**src/rtl/reg_bank_pkg.sv**
```systemverilog
// reg_bank_pkg
// Shared sizing and types for the eight-entry register bank and its read ports.
//   NUM_ENTRIES : number of storage entries
//   ADDR_W      : width of an entry address
//   entry_addr_t: entry address type used by every port
//   ZERO_IDX    : entry that reads as zero when the bank is built with ZERO_EN
package reg_bank_pkg;

    localparam int NUM_ENTRIES = 8;
    localparam int ADDR_W      = 3;

    typedef logic [ADDR_W-1:0] entry_addr_t;

    localparam entry_addr_t ZERO_IDX = 3'd7;

endpackage

```
**src/rtl/mux_2_1.sv**
```systemverilog
// mux_2_1
// Single-bit two-input multiplexer, the leaf cell of the read mux tree.
//   d0, d1 : data inputs
//   sel    : 0 selects d0, 1 selects d1
//   y      : selected bit
module mux_2_1 (
    input  logic d0,
    input  logic d1,
    input  logic sel,
    output logic y
);

    assign y = sel ? d1 : d0;

endmodule

```
**src/rtl/mux_8_1.sv**
```systemverilog
// mux_8_1
// Single-bit eight-input multiplexer built as three levels of mux_2_1.
//   d   : eight data bits, d[i] is chosen when sel == i
//   sel : 3-bit select
//   y   : selected bit
module mux_8_1 (
    input  logic [7:0] d,
    input  logic [2:0] sel,
    output logic       y
);

    logic [3:0] lvl1;
    logic [1:0] lvl2;

    // First level pairs neighbouring inputs on the select LSB.
    for (genvar i = 0; i < 4; i++) begin : g_lvl1
        mux_2_1 u_mux (
            .d0  (d[2*i]),
            .d1  (d[2*i+1]),
            .sel (sel[0]),
            .y   (lvl1[i])
        );
    end

    // Second level pairs the first-level results on the middle select bit.
    for (genvar i = 0; i < 2; i++) begin : g_lvl2
        mux_2_1 u_mux (
            .d0  (lvl1[2*i]),
            .d1  (lvl1[2*i+1]),
            .sel (sel[1]),
            .y   (lvl2[i])
        );
    end

    mux_2_1 u_lvl3 (
        .d0  (lvl2[0]),
        .d1  (lvl2[1]),
        .sel (sel[2]),
        .y   (y)
    );

endmodule

```
**src/rtl/reg_read_port.sv**
```systemverilog
// reg_read_port
// One combinational read port of the register bank. The entries are transposed
// into WIDTH eight-bit slices, each slice goes through its own mux_8_1, and the
// write-bypass and zero-entry overrides are applied after the mux.
//   entries  : all stored entries, entries[i] is entry i
//   busy     : scoreboard vector
//   rd_addr  : entry to read
//   wr_en, wr_addr, wr_data : live write port, used for forwarding
//   rsv_en, rsv_addr        : live reserve port, used for forwarded busy
//   rd_data  : read data
//   rd_busy  : selected entry has a pending producer
module reg_read_port
    import reg_bank_pkg::*;
#(
    parameter int WIDTH   = 64,
    parameter bit BYPASS  = 1'b1,
    parameter bit ZERO_EN = 1'b1
) (
    input  logic [NUM_ENTRIES-1:0][WIDTH-1:0] entries,
    input  logic [NUM_ENTRIES-1:0]            busy,
    input  entry_addr_t                       rd_addr,
    input  logic                              wr_en,
    input  entry_addr_t                       wr_addr,
    input  logic [WIDTH-1:0]                  wr_data,
    input  logic                              rsv_en,
    input  entry_addr_t                       rsv_addr,
    output logic [WIDTH-1:0]                  rd_data,
    output logic                              rd_busy
);

    logic [WIDTH-1:0] mux_data;
    logic             is_zero;
    logic             bypass_hit;

    // Bit b of every entry forms one slice; one mux_8_1 per bit picks the entry.
    for (genvar b = 0; b < WIDTH; b++) begin : g_bit
        logic [NUM_ENTRIES-1:0] slice;

        for (genvar e = 0; e < NUM_ENTRIES; e++) begin : g_entry
            assign slice[e] = entries[e][b];
        end

        mux_8_1 u_mux (
            .d   (slice),
            .sel (rd_addr),
            .y   (mux_data[b])
        );
    end

    // The zero entry always wins over forwarding; otherwise a same-cycle write
    // to the read entry is forwarded, and its busy reflects only a same-cycle
    // reservation of that entry since the write retires the old producer.
    always_comb begin
        is_zero    = ZERO_EN && (rd_addr == ZERO_IDX);
        bypass_hit = BYPASS && wr_en && (wr_addr == rd_addr) && !is_zero;
        rd_data    = mux_data;
        rd_busy    = busy[rd_addr];
        if (is_zero) begin
            rd_data = '0;
            rd_busy = 1'b0;
        end else if (bypass_hit) begin
            rd_data = wr_data;
            rd_busy = rsv_en && (rsv_addr == wr_addr);
        end
    end

endmodule

```
**src/rtl/reg_bank_8.sv**
```systemverilog
// reg_bank_8
// Eight-entry register bank with one write port, one reserve port, two
// combinational read ports and a per-entry busy scoreboard for hazard stalls.
//   clk, reset_n            : clock and asynchronous active-low reset
//   wr_en, wr_addr, wr_data : write port, clears busy of the written entry
//   rsv_en, rsv_addr        : reserve port, sets busy of the reserved entry
//   rd_addr_a, rd_addr_b    : read selects
//   rd_data_a, rd_data_b    : read data
//   rd_busy_a, rd_busy_b    : busy of the selected entries
//   busy                    : full scoreboard vector
module reg_bank_8
    import reg_bank_pkg::*;
#(
    parameter int WIDTH   = 64,
    parameter bit BYPASS  = 1'b1,
    parameter bit ZERO_EN = 1'b1
) (
    input  logic                   clk,
    input  logic                   reset_n,
    input  logic                   wr_en,
    input  entry_addr_t            wr_addr,
    input  logic [WIDTH-1:0]       wr_data,
    input  logic                   rsv_en,
    input  entry_addr_t            rsv_addr,
    input  entry_addr_t            rd_addr_a,
    input  entry_addr_t            rd_addr_b,
    output logic [WIDTH-1:0]       rd_data_a,
    output logic [WIDTH-1:0]       rd_data_b,
    output logic                   rd_busy_a,
    output logic                   rd_busy_b,
    output logic [NUM_ENTRIES-1:0] busy
);

    logic [NUM_ENTRIES-1:0][WIDTH-1:0] entries_q;
    logic [NUM_ENTRIES-1:0]            busy_q;
    logic [NUM_ENTRIES-1:0]            wr_hit;
    logic [NUM_ENTRIES-1:0]            rsv_hit;
    logic                              wr_live;
    logic                              rsv_live;

    // Strobes are gated by reset so nothing is forwarded while the bank is
    // held in reset and every read output stays at zero.
    assign wr_live  = wr_en && reset_n;
    assign rsv_live = rsv_en && reset_n;

    // One-hot write and reserve decode; the zero entry never decodes so it
    // can neither store data nor become busy.
    always_comb begin
        wr_hit  = '0;
        rsv_hit = '0;
        for (int i = 0; i < NUM_ENTRIES; i++) begin
            wr_hit[i]  = wr_live && (wr_addr == entry_addr_t'(i));
            rsv_hit[i] = rsv_live && (rsv_addr == entry_addr_t'(i));
            if (ZERO_EN && (entry_addr_t'(i) == ZERO_IDX)) begin
                wr_hit[i]  = 1'b0;
                rsv_hit[i] = 1'b0;
            end
        end
    end

    // Storage and scoreboard. A reserve outranks a write to the same entry
    // because it announces a newer producer than the one just retiring.
    always_ff @(posedge clk or negedge reset_n) begin
        if (!reset_n) begin
            entries_q <= '0;
            busy_q    <= '0;
        end else begin
            for (int i = 0; i < NUM_ENTRIES; i++) begin
                if (wr_hit[i]) begin
                    entries_q[i] <= wr_data;
                end
                if (rsv_hit[i]) begin
                    busy_q[i] <= 1'b1;
                end else if (wr_hit[i]) begin
                    busy_q[i] <= 1'b0;
                end
            end
        end
    end

    assign busy = busy_q;

    reg_read_port #(
        .WIDTH   (WIDTH),
        .BYPASS  (BYPASS),
        .ZERO_EN (ZERO_EN)
    ) u_port_a (
        .entries  (entries_q),
        .busy     (busy_q),
        .rd_addr  (rd_addr_a),
        .wr_en    (wr_live),
        .wr_addr  (wr_addr),
        .wr_data  (wr_data),
        .rsv_en   (rsv_live),
        .rsv_addr (rsv_addr),
        .rd_data  (rd_data_a),
        .rd_busy  (rd_busy_a)
    );

    reg_read_port #(
        .WIDTH   (WIDTH),
        .BYPASS  (BYPASS),
        .ZERO_EN (ZERO_EN)
    ) u_port_b (
        .entries  (entries_q),
        .busy     (busy_q),
        .rd_addr  (rd_addr_b),
        .wr_en    (wr_live),
        .wr_addr  (wr_addr),
        .wr_data  (wr_data),
        .rsv_en   (rsv_live),
        .rsv_addr (rsv_addr),
        .rd_data  (rd_data_b),
        .rd_busy  (rd_busy_b)
    );

endmodule

```
**config.mk**
```make
export PLATFORM = sky130hd
export DESIGN_NAME = reg_bank_8
export DESIGN_NICKNAME = d
export VERILOG_FILES = /design/src/rtl/reg_bank_pkg.sv /design/src/rtl/mux_2_1.sv /design/src/rtl/mux_8_1.sv /design/src/rtl/reg_read_port.sv /design/src/rtl/reg_bank_8.sv
export SDC_FILE = /design/constraint.sdc
export NUM_CORES = 1
export LEC_CHECK = 0
export ABC_CLOCK_PERIOD_IN_PS = 4380
export CAP_MARGIN = 25
export CORE_ASPECT_RATIO = 0.9
export CORE_UTILIZATION = 55
export DETAILED_ROUTE_END_ITERATION = 8
export PLACE_DENSITY_LB_ADDON = 0.05
export SYNTH_ARGS = -nofsm -noshare
export SYNTH_HDL_FRONTEND = slang
export SYNTH_SLANG_ARGS = --single-unit
```
**constraint.sdc**
```tcl
create_clock -name clk -period 4.38 [get_ports clk]
set_input_delay 0.438 -clock clk [delete_from_list [all_inputs] [get_ports clk]]
set_output_delay 0.438 -clock clk [all_outputs]
set_load 0.01 [all_outputs]
```
; Yosys cells after proc, flatten, opt, wreduce, memory -nomap -nowiden
; Cells that the tools add are included.
; Widths: inputs -> output; s select.
[word_totals]
regBits = 455
in_bits = 80
word_cells = 987
[classes]
n_lt_le_gt_ge = 2
eq_ne = 17
muxes = 922
reduce_logical = 32
[ops]
columns = op, n
row1 = $mux 1, 916
row2 = $mux 64, 4
row3 = $eq 3x3->1 const B, 8
row4 = $logic_and 1x1->1, 21
row5 = $reduce_bool 2->1, 7
row6 = $eq 3x2->1 const B, 4
row7 = $eq 3x3->1, 3
row8 = $lt 3x4->1 const B, 2
row9 = $bmux 1 s3, 2
row10 = $eq 3x1->1 const B, 2
row11 = $logic_not 3->1, 2
row12 = $logic_not 1->1, 2

; Depth between registers and ports, before layout
[logic_depth]
word_depth = 5
depth_mapped = 8
mapped_depth_nobuf = 4

; Cells and area by module
; From an unflattened synthesis, not the netlist that was laid out.
[unflattened]
hier_cells = 2332
area_unflattened_um2 = 33131.8
[by_module_without_submodules]
columns = module, instances, cells_each, area_per_inst_um2
row1 = reg_bank_8, 1, 986, 16911.2
row2 = mux_2_1, 896, 1, 15.0
row3 = reg_read_port, 2, 225, 1383.8

; Worst setup path after synthesis
; No wires, ideal clock.
[synth_timing]
path_type = input-to-output
from = input port rd_addr_b[2]
to = output port rd_data_b[44]
arrival_time_ns = 1.901
slack_ns = 2.041
cell_stages = 5
path_buffers = 2
path_cell_list = buf_6 > buf_2 > mux4_2 > mux2_2 > mux2_2
[synth_between]
elab_chain_len = 5
elab_cells_between_ends = 8
[synth_rtl]
columns = item, line
row1 = start: declaration, reg_bank_8.sv:26  ; input entry_addr_t rd_addr_b,
row2 = "$eq 3x3->1, on equally long branches", "reg_read_port.sv:55, reg_read_port.sv:54"
row3 = $logic_and 1x1->1 / $logic_not 1->1 (equally long branches), reg_read_port.sv:55  ; bypass_hit = BYPASS && wr_en && (wr_addr == rd_addr) && !is_zero;
row4 = $logic_and 1x1->1, reg_read_port.sv:55
row5 = $mux 64, reg_read_port.sv:61  ; end else if (bypass_hit) begin
row6 = $mux 64 *, reg_read_port.sv:58  ; if (is_zero) begin
row7 = end: declaration, reg_bank_8.sv:28  ; output logic [WIDTH-1:0] rd_data_b,
; Mark *: on every way between the ends. The rest lies on a longest branch, timed or not.

; Final worst setup path
[layout_timing]
from = input port reset_n
to = output port rd_busy_b
[layout_between]
elab_chain_len = 5
elab_cells_between_ends = 7
[layout_rtl]
columns = item, line
row1 = start: declaration, reg_bank_8.sv:19  ; input logic reset_n,
row2 = $logic_and 1x1->1, reg_bank_8.sv:43  ; assign wr_live = wr_en && reset_n;
row3 = $logic_and 1x1->1 (2 in a row), reg_read_port.sv:55
row4 = $mux 1 *, reg_read_port.sv:61
row5 = $mux 1 *, reg_read_port.sv:58
row6 = end: declaration, reg_bank_8.sv:30  ; output logic rd_busy_b,
; Marked as above.

==> summary.md <==
| Metric | Value |
|---|---|
| Mapped cell area | `26,000 um2` |
| Vias in the first global route | `18,905` |
| Die area | `48,100 um2` |
| CTS tree | `built` |
| DRT iter0 DRCs | `1,416` |
| Post-synth EDFFs | `0` |
| Busiest layer in global routing | `met2` |
| Initial antenna violation count | `1` |
| Top_reg_cell synth | `dfrtp_1` |
| Leak | `12.7 nW` |
| Min-Delay Path Class | `input pin to asynchronous set/reset pin` |
| Post-synth ARST share | `1.00` |
| CTS Buf Count | `49` |
| RSZ-0062 raised after global routing | `false` |
| Syn_area_per_cell | `13.0 um2` |
| Total track usage | `0.307` |
| First-pass GRT wire length | `114 mm` |
| Max FO, Critical Path | `41` |
| Max-Cap Viols | `0` |
| CP startpoint kind | `input pin` |
| Endpoint class of the critical path | `output port` |
| Drt total wl | `73.1 mm` |
| Root buffer cell | `clkbuf_16` |
| Slew margin rel. | `0.318` |
| Largest area contributor in the netlist | `dfrtp_1` |
| Clk buf depth | `3` |
| Setup TNS | `0 ns` |
| Core area | `46,600 um2` |
| Vias per cell | `6.54` |
| Fmax | `242 MHz` |
| Worst Path Required | `3.94 ns` |
| Met3 Usage GRT | `0.0469` |
| Post-CTS setup buffer count | `0` |
| #FFs+latches synth | `455` |
| GP Congestion | `0.808` |
| Seq/Total Area, Yosys | `0.438` |
| Post-cts sizing count | `0` |
| Tmin final | `4.13 ns` |
| Endpoints failing hold | `0` |
| Placed insts | `2,697` |
| Synth cell types | `43` |
| Slew @ Worst Pin | `1.02 ns` |
| Peak supply drop | `0.328 mV` |
| Fin util | `0.648` |
| Final period util | `0.942` |
| Syn Nets | `2,079` |
| Routed vias | `18,221` |
| Most frequent cells in the layout | `564 x mux2_2, 455 x dfrtp_1, 266 x mux2i_1` |
| Synth Warn # | `0` |
| # rows | `75` |
| Die height | `208 um` |
| Post-Syn Instances | `1,999` |
| Skew final | `0 ns` |
| Layout Cells excl Fill | `2,784` |
| WHS | `0.383 ns` |
| Most common cell after layout, fill and taps aside | `mux2_2` |
| Ant diodes | `0` |
| H-tree depth | `2` |
| Routed len/inst | `26.3 um` |
| Layout area overhead | `16.3%` |
| Number of pins with negative max-slew slack in the final report | `0` |
| Initial Util | `0.557` |
| Top cell type's share of synthesized area | `0.438` |
| DRT Pass-1 Iters | `5` |
| Clock slew seen by the registers of the worst setup and hold paths | `0.06 ns` |
| Most area-consuming cells after synthesis | `dfrtp_1 44%, mux2_2 24%, mux2i_1 10%, mux4_2 5.0%, a32o_1 2.5%` |
| CTS sink cnt | `455` |
| Largest net degree at the start of global routing | `169` |
| Met1 Use GR | `0.428` |
| Die width | `231 um` |
| Met2 Usage GRT | `0.499` |
| Worst Path Arrival | `3.69 ns` |
| Grt ovf | `0` |
| Cell Pwr Density | `454 nW/um2` |
| Top Ports | `218` |
| Share of cells above drive strength 1 | `0.357` |
| Final setup fails | `0` |
| Antenna Violating Nets Remaining | `0` |
| Dpl hpwl | `41.1 mm` |
| IO buf count | `216` |
| DRC Markers | `0` |
| Critical path class | `input pin to output port` |
| Outcome | `complete, no violations` |
| Flop2flop setup slack | `3.54 ns` |
| Worst skew pair latency | `0.58 ns` |
| Layout Nets | `2,214` |
[worst paths after layout]
kind,to,start,cells past startpoint
setup / recovery,rd_busy_b,reset_n,7
hold / removal,entries_q[393]$_DFFE_PN0P_,reset_n,2
setup reg to reg,busy[1]$_DFFE_PN0P_,busy[1]$_DFFE_PN0P_,2
hold reg to reg,entries_q[264]$_DFFE_PN0P_,entries_q[264]$_DFFE_PN0P_,1
max in group asynchronous,entries_q[343]$_DFFE_PN0P_,reset_n,4
min in group clk,entries_q[264]$_DFFE_PN0P_,entries_q[264]$_DFFE_PN0P_,1
[metrics by stage]
| step | area [um2] | worst slack [ns] | total power [mW] |
|---|---|---|---|
| finish | 30200 | 0.254 | 13.7 |
| global route | 30200 | 0.127 | 14.4 |
| CTS | 30200 | 0.271 | 13.8 |
| detailed placement | 28700 | 0.699 | 9.74 |
| global placement | 28700 | 0.749 | 9.61 |
| floorplan | 26000 | 2.04 | 8.26 |
[synth_stat cells (9+ instances only)]
master and number:
mux2_4 10, dfrtp_1 455, a22oi_1 67, o21ai_0 70
mux2i_1 266, buf_1 10, buf_2 99, buf_6 9
mux2_2 564, a32o_1 65, nand2_1 72, mux4_2 58
nand3b_1 65, clkbuf_1 60, o211ai_1 64
[flip-flops by register name, summed over array words and instances (netlist names)]
signal     flops
busy           7
entries_q    448
[final cells by class]
class                      count  area (um2)
clock buffer                  73        1440
clock inverter                12        96.3
fill                        3541       16400
timing repair buffer         266        2760
sequential                   455       11400
inverter                       6        22.5
tap                          616         771
multi-input combinational   1356       13800
[critical path: stages]
cell and delay (ns):
dlygate4sd3_1 0.60, buf_8 0.30, buf_4 0.51, nand2_1 0.12
or4_1 0.60, mux2i_1 0.44, clkdlybuf4s50_1 0.63
[power by group]
part	switching, mW	internal [mW]
combinational	1.51	2.25
clock	1.71	2.31
sequential	0.759	5.19
total	3.98	9.76
[kinds of logic (layout without fill, tap and decap cells)]
logic type	after synthesis	count (layout)	synth area share
other	1	1	0.000144
buffers and inverters	188	357	0.0360
XOR/XNOR	8	8	0.00269
multiplexers	903	903	0.408
flip-flops	455	455	0.438
AO/OA/AOI/OAI	278	278	0.0796
AND/OR/NAND/NOR	166	166	0.0359
[per-layer routing]
| metal | routed length, um | vias to the layer above |
|---|---|---|
| li1 | - | 7885 |
| met1 | 32200 | 9628 |
| met2 | 35400 | 575 |
| met3 | 3760 | 131 |
| met4 | 1690 | 2 |
| met5 | 13 | - |
[repair_timing]
action | CTS | global route
setup endpoints to repair | 0 | 0
hold buffers | 1 | 0
hold endpoints to repair | 32 | 0
Power figures use the tool's default switching activity.
